### src/rtl/spsram_fifo_ctrl_pkg.sv
// Shared sizes and FSM state codes for the single-port-SRAM FIFO controller.
package spsram_fifo_ctrl_pkg;

  localparam int DEF_DWIDTH = 32;
  localparam int DEF_AWIDTH = 5;
  localparam int DEF_DEPTH  = 32;

  typedef enum logic [0:0] {
    ST_IDLE   = 1'b0,
    ST_RDWAIT = 1'b1
  } state_t;

endpackage

### src/rtl/spsram_fifo_ctrl_if.sv
// Push/pop streams, status and SRAM command bus of the FIFO controller.
// master = controller view, slave = producer/consumer/SRAM view.
interface spsram_fifo_ctrl_if
  import spsram_fifo_ctrl_pkg::*;
#(
  parameter int DWIDTH = DEF_DWIDTH,
  parameter int AWIDTH = DEF_AWIDTH
);

  logic              i_push_valid;
  logic              o_push_ready;
  logic [DWIDTH-1:0] i_push_data;
  logic              o_pop_valid;
  logic              i_pop_ready;
  logic [DWIDTH-1:0] o_pop_data;
  logic [AWIDTH:0]   o_count;
  logic              o_full;
  logic              o_empty;
  logic [DWIDTH-1:0] o_mem_data;
  logic [AWIDTH-1:0] o_mem_addr;
  logic              o_mem_cen;
  logic              o_mem_wen;
  logic              o_mem_oen;
  logic [DWIDTH-1:0] i_mem_data;

  modport master (
    input  i_push_valid, i_push_data, i_pop_ready, i_mem_data,
    output o_push_ready, o_pop_valid, o_pop_data, o_count, o_full, o_empty,
           o_mem_data, o_mem_addr, o_mem_cen, o_mem_wen, o_mem_oen
  );

  modport slave (
    output i_push_valid, i_push_data, i_pop_ready, i_mem_data,
    input  o_push_ready, o_pop_valid, o_pop_data, o_count, o_full, o_empty,
           o_mem_data, o_mem_addr, o_mem_cen, o_mem_wen, o_mem_oen
  );

endinterface

### src/rtl/spsram_fifo_ctrl_head.sv
// One-word head register of the FIFO; load wins over clear.
// Latency: loaded word is visible the cycle after load.
module spsram_fifo_ctrl_head #(
  parameter int DWIDTH = 32
) (
  input  logic              clk,
  input  logic              rst_n,
  input  logic              load,
  input  logic [DWIDTH-1:0] load_data,
  input  logic              clear,
  output logic              head_valid,
  output logic [DWIDTH-1:0] head_data
);

  always_ff @(posedge clk or negedge rst_n) begin
    if (!rst_n) begin
      head_valid <= 1'b0;
      head_data  <= '0;
    end else if (load) begin
      head_valid <= 1'b1;
      head_data  <= load_data;
    end else if (clear) begin
      head_valid <= 1'b0;
    end
  end

endmodule

### src/rtl/spsram_fifo_ctrl.sv
// DEPTH+1 entry FIFO built on an external single-port SRAM plus a head register.
// Optional FIFO_BYPASS_EN: pushes into an empty FIFO load the head without an SRAM cycle.
module spsram_fifo_ctrl
  import spsram_fifo_ctrl_pkg::*;
#(
  parameter int DWIDTH = DEF_DWIDTH,
  parameter int AWIDTH = DEF_AWIDTH,
  parameter int DEPTH  = DEF_DEPTH
) (
  input  logic               i_clk,
  input  logic               i_rstn,
  spsram_fifo_ctrl_if.master bus
);

  if (DEPTH != (1 << AWIDTH)) begin : g_depth_chk
    $error("spsram_fifo_ctrl: DEPTH must equal 2**AWIDTH");
  end

  localparam logic [AWIDTH:0] FULL_CNT = (AWIDTH+1)'(DEPTH);

  state_t            state;
  state_t            state_nxt;
  logic              run;
  logic [AWIDTH-1:0] wr_ptr;
  logic [AWIDTH-1:0] rd_ptr;
  logic [AWIDTH:0]   sram_cnt;
  logic              rd_inflight;
  logic              rd_issue;
  logic              bypass;
  logic              push_ready;
  logic              push_fire;
  logic              mem_wr;
  logic              pop_fire;
  logic              head_valid;
  logic [DWIDTH-1:0] head_data;
  logic              head_load;
  logic [DWIDTH-1:0] head_load_data;
  logic              mem_cen;
  logic              mem_wen;
  logic              mem_oen;
  logic [AWIDTH-1:0] mem_addr;
  logic [DWIDTH-1:0] mem_data;

  // Holds push_ready low while reset is asserted and for the first cycle after release.
  always_ff @(posedge i_clk or negedge i_rstn) begin
    if (!i_rstn) run <= 1'b0;
    else         run <= 1'b1;
  end

  assign rd_inflight = (state == ST_RDWAIT);
  assign rd_issue    = !head_valid && !rd_inflight && (sram_cnt != '0);
  assign pop_fire    = head_valid && bus.i_pop_ready;

`ifdef FIFO_BYPASS_EN
  assign bypass = run && (sram_cnt == '0) && !rd_inflight && (!head_valid || pop_fire);
`else
  assign bypass = 1'b0;
`endif

  assign push_ready = run && (((sram_cnt != FULL_CNT) && !rd_issue) || bypass);
  assign push_fire  = bus.i_push_valid && push_ready;
  assign mem_wr     = push_fire && !bypass;

  always_ff @(posedge i_clk or negedge i_rstn) begin
    if (!i_rstn) state <= ST_IDLE;
    else         state <= state_nxt;
  end

  always_comb begin
    state_nxt = state;
    case (state)
      ST_IDLE:   if (rd_issue) state_nxt = ST_RDWAIT;
      ST_RDWAIT: state_nxt = ST_IDLE;
      default:   state_nxt = ST_IDLE;
    endcase
  end

  // Reads and writes are mutually exclusive, so the count moves by at most one.
  always_ff @(posedge i_clk or negedge i_rstn) begin
    if (!i_rstn) begin
      wr_ptr   <= '0;
      rd_ptr   <= '0;
      sram_cnt <= '0;
    end else begin
      if (mem_wr) begin
        wr_ptr   <= wr_ptr + AWIDTH'(1);
        sram_cnt <= sram_cnt + (AWIDTH+1)'(1);
      end else if (rd_issue) begin
        rd_ptr   <= rd_ptr + AWIDTH'(1);
        sram_cnt <= sram_cnt - (AWIDTH+1)'(1);
      end
    end
  end

  always_comb begin
    mem_cen  = 1'b0;
    mem_wen  = 1'b0;
    mem_oen  = 1'b0;
    mem_addr = '0;
    mem_data = '0;
    if (rd_issue) begin
      mem_cen  = 1'b1;
      mem_oen  = 1'b1;
      mem_addr = rd_ptr;
    end else if (mem_wr) begin
      mem_cen  = 1'b1;
      mem_wen  = 1'b1;
      mem_addr = wr_ptr;
      mem_data = bus.i_push_data;
    end
  end

  assign head_load      = rd_inflight || (push_fire && bypass);
  assign head_load_data = rd_inflight ? bus.i_mem_data : bus.i_push_data;

  spsram_fifo_ctrl_head #(
    .DWIDTH (DWIDTH)
  ) u_head (
    .clk        (i_clk),
    .rst_n      (i_rstn),
    .load       (head_load),
    .load_data  (head_load_data),
    .clear      (pop_fire),
    .head_valid (head_valid),
    .head_data  (head_data)
  );

  assign bus.o_push_ready = push_ready;
  assign bus.o_pop_valid  = head_valid;
  assign bus.o_pop_data   = head_data;
  assign bus.o_count      = sram_cnt + (AWIDTH+1)'(rd_inflight) + (AWIDTH+1)'(head_valid);
  assign bus.o_full       = (sram_cnt == FULL_CNT);
  assign bus.o_empty      = (bus.o_count == '0);
  assign bus.o_mem_cen    = mem_cen;
  assign bus.o_mem_wen    = mem_wen;
  assign bus.o_mem_oen    = mem_oen;
  assign bus.o_mem_addr   = mem_addr;
  assign bus.o_mem_data   = mem_data;

endmodule

### src/flat_wrapper.sv
// flat-port wrapper written by rule: the top's interface ports become plain ports
module spsram_fifo_ctrl_flat import spsram_fifo_ctrl_pkg::*;
#(
  parameter int DWIDTH = DEF_DWIDTH,
  parameter int AWIDTH = DEF_AWIDTH,
  parameter int DEPTH  = DEF_DEPTH
)
  (i_clk, i_rstn, bus_i_push_valid, bus_i_push_data, bus_i_pop_ready, bus_i_mem_data, bus_o_push_ready, bus_o_pop_valid, bus_o_pop_data, bus_o_count, bus_o_full, bus_o_empty, bus_o_mem_data, bus_o_mem_addr, bus_o_mem_cen, bus_o_mem_wen, bus_o_mem_oen);
  spsram_fifo_ctrl_if #(.DWIDTH(DWIDTH), .AWIDTH(AWIDTH)) bus_i ();
  input  logic i_clk;
  input  logic i_rstn;
  input wire logic [$bits(bus_i.i_push_valid)-1:0] bus_i_push_valid;
  input wire logic [$bits(bus_i.i_push_data)-1:0] bus_i_push_data;
  input wire logic [$bits(bus_i.i_pop_ready)-1:0] bus_i_pop_ready;
  input wire logic [$bits(bus_i.i_mem_data)-1:0] bus_i_mem_data;
  output wire logic [$bits(bus_i.o_push_ready)-1:0] bus_o_push_ready;
  output wire logic [$bits(bus_i.o_pop_valid)-1:0] bus_o_pop_valid;
  output wire logic [$bits(bus_i.o_pop_data)-1:0] bus_o_pop_data;
  output wire logic [$bits(bus_i.o_count)-1:0] bus_o_count;
  output wire logic [$bits(bus_i.o_full)-1:0] bus_o_full;
  output wire logic [$bits(bus_i.o_empty)-1:0] bus_o_empty;
  output wire logic [$bits(bus_i.o_mem_data)-1:0] bus_o_mem_data;
  output wire logic [$bits(bus_i.o_mem_addr)-1:0] bus_o_mem_addr;
  output wire logic [$bits(bus_i.o_mem_cen)-1:0] bus_o_mem_cen;
  output wire logic [$bits(bus_i.o_mem_wen)-1:0] bus_o_mem_wen;
  output wire logic [$bits(bus_i.o_mem_oen)-1:0] bus_o_mem_oen;
  assign bus_i.i_push_valid = bus_i_push_valid;
  assign bus_i.i_push_data = bus_i_push_data;
  assign bus_i.i_pop_ready = bus_i_pop_ready;
  assign bus_i.i_mem_data = bus_i_mem_data;
  assign bus_o_push_ready = bus_i.o_push_ready;
  assign bus_o_pop_valid = bus_i.o_pop_valid;
  assign bus_o_pop_data = bus_i.o_pop_data;
  assign bus_o_count = bus_i.o_count;
  assign bus_o_full = bus_i.o_full;
  assign bus_o_empty = bus_i.o_empty;
  assign bus_o_mem_data = bus_i.o_mem_data;
  assign bus_o_mem_addr = bus_i.o_mem_addr;
  assign bus_o_mem_cen = bus_i.o_mem_cen;
  assign bus_o_mem_wen = bus_i.o_mem_wen;
  assign bus_o_mem_oen = bus_i.o_mem_oen;
  spsram_fifo_ctrl #(.DWIDTH(DWIDTH), .AWIDTH(AWIDTH), .DEPTH(DEPTH)) u_core (.i_clk(i_clk), .i_rstn(i_rstn), .bus(bus_i));
endmodule
### config.mk
export PLATFORM = sky130hd
export DESIGN_NAME = spsram_fifo_ctrl_flat
export DESIGN_NICKNAME = d
export VERILOG_FILES = /design/src/rtl/spsram_fifo_ctrl_pkg.sv /design/src/rtl/spsram_fifo_ctrl_if.sv /design/src/rtl/spsram_fifo_ctrl_head.sv /design/src/rtl/spsram_fifo_ctrl.sv /design/src/flat_wrapper.sv
export SDC_FILE = /design/constraint.sdc
export NUM_CORES = 1
export LEC_CHECK = 0
export CORE_UTILIZATION = 45
export CTS_CLUSTER_DIAMETER = 80
export DETAILED_ROUTE_END_ITERATION = 16
export GPL_TIMING_DRIVEN = 0
export PLACE_DENSITY = 0.85
export SLEW_MARGIN = 20
export SYNTH_ARGS = -nofsm -noshare
export SYNTH_HDL_FRONTEND = slang
export SYNTH_HIERARCHICAL = 1
export SYNTH_SLANG_ARGS = --single-unit
### constraint.sdc
create_clock -name i_clk -period 5.4 [get_ports i_clk]
set_clock_uncertainty 0.2 [all_clocks]
set_input_delay 1.08 -clock i_clk [delete_from_list [all_inputs] [get_ports i_clk]]
set_output_delay 1.08 -clock i_clk [all_outputs]
set_load 0.05 [all_outputs]
# Word-level counts from Yosys, hierarchy flattened
# Index checks and enable logic that the tools add are counted.
word_totals:
  reg_bits: 51
  out_inout_bits: 82
  in_bits: 68
  word_cells: 44
classes:
  muxes: 13
  bitwise: 2
  n_eq_ne: 2
  add_sub_neg: 6
  reduce_logical: 14
op_table:
  columns: ["operator", "n"]
  rows:
  - ["32-bit 2-to-1 mux", 2]
  - ["6-bit by 1-bit adder with 6-bit output", 2]
  - ["6-bit 2-to-1 mux", 2]
  - ["5-bit by 1-bit adder with 5-bit output, second input constant", 2]
  - ["5-bit 2-to-1 mux", 2]
  - ["6-bit by 1-bit adder with 6-bit output, second input constant", 1]
  - ["6-bit equality test, second input constant", 1]
  - ["1-bit logical AND", 6]
  - ["6-bit logical NOT", 1]
  - ["1-bit 2-to-1 mux", 6]
  - ["6-bit inequality test, second input constant", 1]
  - ["6-bit nonzero test", 1]
  - ["6-bit by 1-bit subtractor with 6-bit output, second input constant", 1]
  - ["2-bit nonzero test", 2]
  - ["1-bit logical NOT", 3]
  - ["1-bit NOT", 2]
  - ["1-bit one-hot mux with 2 select lines", 1]
  - ["2-bit AND reduction", 1]

# Longest topological paths before layout
# Gate-level depths: netlist of the first run.
depth:
  depth_word: 9
  mapped_depth: 10
  ltp_nobuf: 10

# Modules after synthesis
# Netlist of the first run, hierarchy kept.
by_module_without_submodules:
  columns: ["mod", "cells_per_inst", "seq_area_each_um2", "n_inst", "area_per_inst_um2"]
  rows:
  - ["spsram_fifo_ctrl", 187, 450.4, 1, 1780.5]
  - ["spsram_fifo_ctrl_head", 71, 825.8, 1, 1377.6]

# Worst setup path after synthesis of the first run
# Ideal clock, no wire load.
synth_timing:
  path_type: "register to output"
  from: "reg u_core.u_head.head_valid"
  to: "out bus_o_empty"
  arrival_ns: 3.235
  path_buffers: 0
  setup_slack_ns: 0.885
  stages_incl_launch_ff: 6
  cell_sequence: "dfrtp_1 fa_1 ha_1 xor2_1 or4_1 nor3_1"
synth_via:
  elab_chain_cells: 2
synth_rtl:
  columns: ["element", "line", "rtl"]
  rows:
  - ["start, declared", "spsram_fifo_ctrl_head.sv:11", "output logic head_valid,"]
  - ["start signal, assigned", "spsram_fifo_ctrl_head.sv:17", "head_valid <= 1'b0;"]
  - ["start signal, assigned", "spsram_fifo_ctrl_head.sv:20", "head_valid <= 1'b1;"]
  - ["start signal, assigned", "spsram_fifo_ctrl_head.sv:23", "head_valid <= 1'b0;"]
  - ["6-bit by 1-bit adder with 6-bit output", "spsram_fifo_ctrl.sv:131", "assign bus.o_count = sram_cnt + (AWIDTH+1)'(rd_inflight) + (AWIDTH+1)'(head_valid);"]
  - ["net bus_o_count[2]", "flat_wrapper.sv:19", "output wire logic [$bits(bus_i.o_count)-1:0] bus_o_count;"]
  - ["6-bit logical NOT", "spsram_fifo_ctrl.sv:133", "assign bus.o_empty = (bus.o_count == '0);"]
  - ["end, declared", "flat_wrapper.sv:21", "output wire logic [$bits(bus_i.o_empty)-1:0] bus_o_empty;"]
# The timed path passes the listed nets, and every way through them passes these cells.

# Worst setup path after layout of the first run
layout_timing:
  from: "in bus_i_push_valid"
  to: "out bus_o_mem_data[28]"
layout_via:
  elab_chain_cells: 3
layout_rtl:
  columns: ["element", "line", "rtl"]
  rows:
  - ["start, declared", "flat_wrapper.sv:12", "input wire logic [$bits(bus_i.i_push_valid)-1:0] bus_i_push_valid;"]
  - ["1-bit logical AND", "spsram_fifo_ctrl.sv:61", "assign push_fire = bus.i_push_valid && push_ready;"]
  - ["32-bit 2-to-1 mux", "spsram_fifo_ctrl.sv:105", "end else if (mem_wr) begin"]
  - ["32-bit 2-to-1 mux", "spsram_fifo_ctrl.sv:101", "if (rd_issue) begin"]
  - ["end, declared", "flat_wrapper.sv:22", "output wire logic [$bits(bus_i.o_mem_data)-1:0] bus_o_mem_data;"]
# Every way passes these cells.

==> results of run 1 <==
-- cell usage in the layout (no fill, tap or decap), drive strengths merged, types with 2 or more instances in the layout --
cell type      count
nor3               4
and2               2
buf                7
xnor2              9
mux2              67
inv                9
clkdlybuf4s50    148
a21oi              2
o21ai              7
dfrtp             51
clkbuf            15
and3              36
nor2               5
a21o               2
or3                2
nand3              7
ha                 7
xor2               6
a22o               5
fa                 2
nand4              2
nand2              2
-- worst register-to-register path: cells and delay by family (launching register included) --
family / cells / cell delay [ps]
compound gates: 2 / 690
flops: 1 / 480
simple gates: 5 / 1440
fa+ha+maj: 1 / 290
buf+inv: 2 / 400
-- stage by stage --
step / cell area [um2] / utilization [%] / setup slack (ps) / total power, mW / cells
after global routing: 4880 / 71.9 / 495 / 3.61 / 511
after CTS: 4880 / 71.9 / 611 / 3.46 / 511
after floorplan: 3160 / - / 885 / 2.46 / 258
final: 4880 / 71.9 / 588 / 3.43 / 511
after global placement: 4770 / 70.2 / 679 / 3.11 / 503
after detailed placement: 4770 / 70.2 / 620 / 3.17 / 503
-- cell usage after synthesis, drive strengths merged, types with 2 or more instances --
cell    count  area, um2
clkbuf      9       33.8
o21ai       7       38.8
xor2        6       52.6
inv         9       33.8
or3         2       13.8
fa          2       40.0
and3       36        225
mux2       67        867
a22o        5       43.8
nor2        5       26.3
a21o        2       15.0
xnor2       9       78.8
nand3       7       35.0
nor3        4       20.0
nand4       2       12.5
a21oi       2       10.0
nand2       2       7.51
and2        2       12.5
ha          7       87.6
buf         6       93.8
dfrtp      51       1280
-- cells by family after synthesis --
logic type | Yosys count
xor gates and xnor gates | 15
adders and majority gates | 9
muxes | 67
AOI/OAI and AO/OA | 25
and+or+nand+nor | 66
buffers and inverters | 24
DFF | 51
other | 1
-- worst max path at each step --
stage | slack [ps] | endpoint | cells after the start
after global routing | 490 | bus_o_mem_data[21] | 6
after CTS | 610 | bus_o_mem_data[20] | 6
after floorplan | 890 | bus_o_empty | 5
after global placement | 680 | bus_o_mem_data[16] | 6
after detailed placement | 620 | bus_o_mem_data[20] | 6
final | 590 | bus_o_mem_data[28] | 6
-- routing by layer --
layer  vias to the layer above  part of all wire [%]
li1                       1249                     -
met1                      1278                    43
met2                        92                    50
met3                        12                   5.5
met4                         0                   1.6
met5                         -                     0
-- power groups by stage --
stage / clock network (mW) / logic, mW / registers [mW]
final: 0.272 / 2.42 / 0.746
after global routing: 0.294 / 2.54 / 0.776
after CTS: 0.281 / 2.43 / 0.747
after detailed placement: 0 / 2.42 / 0.753
after global placement: 0 / 2.37 / 0.740
after floorplan: 0 / 1.29 / 1.17
-- state kept, by name (all words and copies together) (netlist names) --
signal	flops
u_core/u_head/head_data	32
u_core/sram_cnt	6
u_core/rd_ptr	5
u_core/wr_ptr	5
u_core/head_load	1
u_core/run	1
u_core/u_head/head_valid	1
-- final cells by class --
cell class                 count  share of cell area, %
clock inverter                 2                  0.717
clock buffer                   6                   1.69
tap                           96                   2.46
multi-input combinational    183                   35.2
buffer                        15                   2.61
timing repair buffer         149                   30.5
inverter                       9                  0.692
sequential                    51                   26.1
==> impl_metrics.py, run 1 <==
metrics = {
    "power": {
        "internal-power_mw": 1.75,
        "comb_power_share_pct": 70.4,
        "p_sw_mw": 1.69,
        "power.share.switching_pct": 49.1,
        "power_density_nw_per_um2": 703,
        "leakage_nw": 2.16,
        "pwr-share-seq_pct": 21.7,
        "p_clk_share_pct": 7.9,
        "ir_drop_v": 0.000737,
    },
    "worst_setup_path": {
        "critPathCaptureType": "primary output",
        "cp_slowest_cell": "clkdlybuf4s50_1",
        "r2r_start": "u_core/sram_cnt[0]",
        "cp_top_family": "buffers and inverters",
        "crit_path_max_incr_delay_ps": 810,
        "reg2reg_to": "u_core/sram_cnt[5]",
        "cp-start-kind": "input pin",
        "rrSetupSlack_ps": 1810,
        "crit_fanout": 10,
        "cp_cell_sequence": "clkdlybuf4s50_1 > o211a_1 > a41o_1 > clkbuf_1 > and3_1 > clkdlybuf4s50_1",
        "reg2regPathDepth": 10,
        "crit_required_ps": 4120,
        "crit_start": "bus_i_push_valid",
        "cp.arrival_ps": 3530,
        "critPathBufInv": 3,
        "worstSetupPathType": "input pin to primary output",
        "crit_top_cell": "clkdlybuf4s50_1",
    },
    "min_path": {
        "hp-start": "u_core/wr_ptr[4]",
        "hold_depth": 1,
        "hold_path_end": "u_core/wr_ptr[4]",
        "hold_path_class": "register to register",
    },
    "sta": {
        "holdWs_ps": 281,
        "timing_hold_violations_final": 0,
        "relSlewSlack_pct": 57.3,
        "finalSetupTns_ps": 0,
        "report.final.slew_viol_count": 0,
        "max_freq_ghz": 0.208,
        "period_share_pct": 89.1,
        "tightest_slew_ps": 640,
        "rsz0062_at_grt": "no",
        "period_needed_ps": 4810,
        "finalSetupViolations": 0,
    },
    "final_layout": {
        "area_growth_pct": 54.7,
        "multi_input_area_um2": 1720,
        "drive_gt1_share_pct": 21.4,
        "nNetsFinal": 491,
        "num_antenna_cells": 0,
        "seqCellArea_um2": 1280,
        "fill_cells": 515,
    },
    "synth": {
        "synthDistinctLibCells": 43,
        "ys_seq_area_share_pct": 40.4,
        "synth_area_um2": 3160,
        "synth-simple-area-share_pct": 12.6,
        "synthMuxAreaShare_pct": 27.5,
        "avgSynthCellArea_um2": 12.2,
        "synth-adder-area-share_pct": 4.04,
        "ys_async_sr_fraction_pct": 100,
        "synth_ff_type": "dfrtp_1",
        "synth-xor-area-share_pct": 4.16,
        "syn_nets": 335,
        "synth_compound_area_share_pct": 6.06,
        "ys_ff_latch": 51,
        "syn_inst": 258,
        "synth_top_family_by_area": "multiplexers",
        "ys_warn_count": 6,
        "synth_enable_flop_cells": 0,
    },
    "routing": {
        "postRouteAntennaNets": 0,
        "vias_per_cell": 5.15,
        "drtIter0Drc": 34,
        "drtPass1Iterations": 4,
        "drcViolationCount": 0,
        "finalWirelength_mm": 8.21,
        "vias": 2631,
        "routedWlPerCell_um": 16.1,
    },
    "place": {
        "hpwl_mm": 6.21,
        "portBuffers": 149,
        "gp_congestion": 0.789,
    },
    "clock_tree": {
        "cts_max_level": 2,
        "holdBufCountCts": 0,
        "cts_buffer_depth": 2,
        "cts.sinks": 51,
        "clkLatencyLatePin_ps": 300,
        "cts_buffers": 5,
        "cts_setup_buffers": 0,
        "cts.repair.resized": 0,
        "ctsRootBufferMaster": "clkbuf_8",
        "clk_pin_slew_ps": 80,
        "cts_tree": "done",
    },
    "grt": {
        "grt_util_met1_pct": 29.0,
        "grt_use_met2_pct": 39.5,
        "met3_usage_pct": 4.23,
        "top_usage_layer": "met2",
        "grt.total_usage_pct": 22.8,
        "grt_pass1_vias": 2655,
        "grt_pass1_wl_mm": 13.0,
        "grt_max_degree": 52,
        "grt_overflow": 0,
        "antenna_found_initial": 0,
    },
    "die": {
        "die_h_um": 85.8,
        "num_io_pins": 150,
        "initial_utilization_pct": 46.5,
        "die_area_um2": 7360,
        "rows": 30,
        "die_w_um": 85.8,
        "coreArea_um2": 6790,
    },
    "flow_run": {
        "maxCapViolations": 0,
    },
    "outcome": {
        "run_status": "complete, no violations",
    },
}
(Power assumes the default switching activity.)
==> run 2: changes to the inputs <==
- CAP_MARGIN: unset -> 20
- HOLD_SLACK_MARGIN: unset -> 0.12
==> results of run 2 <==
Same layout as run 1: the final DEF is identical, and so are final timing and power.
==> run 3: changes to the inputs <==
- CORE_UTILIZATION: 45 -> 42
- PLACE_DENSITY: 0.85 -> 0.8
- clock period: 5.4 -> 5.35 ns (I/O delays scaled with it)
==> impl_metrics.py, run 3 (synthesis results as in run 1) <==
metrics = {
    "outcome": {
        "run_status": "complete, no violations",
    },
    "worst_setup_path": {
        "crit_start": "bus_i_push_valid",
        "r2r_start": "u_core/sram_cnt[0]",
        "crit_fanout": 10,
        "worstSetupPathType": "input pin to primary output",
        "crit_required_ps": 4080,
        "reg2regPathDepth": 10,
        "cp-start-kind": "input pin",
        "reg2reg_to": "u_core/sram_cnt[5]",
        "critPathCaptureType": "primary output",
        "cp.arrival_ps": 3570,
        "rrSetupSlack_ps": 1820,
    },
    "sta": {
        "report.final.slew_viol_count": 0,
        "finalSetupTns_ps": 0,
        "relSlewSlack_pct": 56.9,
        "timing_hold_violations_final": 0,
        "period_share_pct": 90.4,
        "period_needed_ps": 4840,
        "rsz0062_at_grt": "no",
        "max_freq_ghz": 0.207,
        "holdWs_ps": 277,
        "tightest_slew_ps": 647,
        "finalSetupViolations": 0,
    },
    "final_layout": {
        "stdcell_count": 514,
        "largest_reg_flops": 32,
        "area_growth_pct": 53.7,
        "stdcell_area_um2": 4850,
        "num_antenna_cells": 0,
        "drive_gt1_share_pct": 21.4,
        "final_common_cell": "clkdlybuf4s50_1",
        "nNetsFinal": 491,
        "top_regs": "u_core/u_head/head_data: 32 flops, u_core/sram_cnt: 6 flops",
        "regMostFlops": "u_core/u_head/head_data",
        "final_cell_mix": "clkdlybuf4s50_1 (148), dfrtp_1 (51), mux2_2 (37)",
    },
    "power": {
        "internal-power_mw": 1.70,
        "p_clk_share_pct": 6.3,
        "power_density_nw_per_um2": 698,
        "comb_power_share_pct": 71.2,
        "ir_drop_v": 0.000336,
        "power.share.switching_pct": 49.8,
        "power.total_mw": 3.39,
        "leakage_nw": 2.15,
        "pwr-share-seq_pct": 22.4,
        "p_sw_mw": 1.69,
    },
    "grt": {
        "grt_max_degree": 52,
        "grt.total_usage_pct": 21.8,
        "antenna_found_initial": 0,
        "grt_overflow": 0,
        "grt_pass1_wl_mm": 13.1,
        "grt_pass1_vias": 2746,
    },
    "routing": {
        "postRouteAntennaNets": 0,
        "drtIter0Drc": 69,
        "drtPass1Iterations": 4,
        "finalWirelength_mm": 8.04,
        "vias_per_cell": 5.13,
        "routedWlPerCell_um": 15.6,
        "vias": 2638,
        "drcViolationCount": 0,
    },
    "clock_tree": {
        "clk_pin_slew_ps": 90,
        "holdBufCountCts": 0,
        "cts.repair.resized": 0,
        "cts.sinks": 51,
        "cts_setup_buffers": 0,
        "clkLatencyLatePin_ps": 300,
        "cts_max_level": 2,
        "cts_tree": "done",
        "cts_buffers": 5,
        "ctsRootBufferMaster": "clkbuf_8",
        "cts_buffer_depth": 2,
    },
    "place": {
        "gp_congestion": 0.763,
        "portBuffers": 149,
        "dpl_cell_area_um2": 4770,
        "hpwl_mm": 6.17,
        "dpl.cell_count": 506,
    },
    "min_path": {
        "hp-start": "u_core/rd_ptr[4]",
        "hold_path_end": "u_core/rd_ptr[4]",
        "hold_depth": 1,
        "hold_path_class": "register to register",
    },
    "die": {
        "rows": 31,
        "die_area_um2": 7870,
        "die_w_um": 88.7,
        "num_io_pins": 150,
        "die_h_um": 88.7,
        "coreArea_um2": 7250,
        "initial_utilization_pct": 43.5,
    },
    "flow_run": {
        "maxCapViolations": 0,
    },
}
run 3: cell types whose count changed in the layout (fill, tap and decap cells not counted), sizes merged:
cell	change
bufinv	-1
clkbuf	-1
clkinv	+2
run 3: final cells by class:
type | count | area [um2]
plain buffers | 15 | 128
clock buffers | 5 | 68.8
clock inverters | 3 | 15.0
fillers | 582 | 2400
inverters | 9 | 33.8
multi-input cells | 183 | 1720
flip-flops and latches | 51 | 1280
well taps | 99 | 124
repair buffers | 149 | 1490
run 3: power by group through the flow:
stage	clock network [mW]	registers (mW)	logic, mW
after global placement	0	0.757	2.39
after global routing	0.240	0.790	2.55
final	0.214	0.760	2.41
after detailed placement	0	0.761	2.43
after CTS	0.222	0.761	2.43
after floorplan	0	1.18	1.30
run 3: how the worst max path moves through the flow:
stage	end	slack [ps]
after floorplan	bus_o_empty	850
after global placement	bus_o_mem_data[19]	600
after detailed placement	bus_o_mem_data[14]	540
after CTS	bus_o_mem_data[14]	540
after global routing	bus_o_mem_data[14]	400
final	bus_o_mem_data[13]	510
run 3: worst max-delay path, cell delays in order:
cell and delay (ps):
clkdlybuf4s50_1 570, o211a_1 210, a41o_1 310, clkbuf_1 400, and3_1 220, clkdlybuf4s50_1 790
run 3: per-layer routing:
layer	track usage (%)	vias to the layer above	wire length, um	share of wire (%)
met3	6.53	6	654	8.1
met2	38.4	112	4010	50
li1	-	1247	-	-
met5	0	-	0	0
met4	4.99	0	70	0.87
met1	26.2	1273	3310	41
run 3: per-stage QoR:
step | worst slack, ps | utilization, %
4_1_cts | 540 | 66.9
3_5_place_dp | 544 | 65.8
3_3_place_gp | 600 | 65.8
2_1_floorplan | 845 | -
6_report | 514 | 66.9
5_1_grt | 403 | 66.9
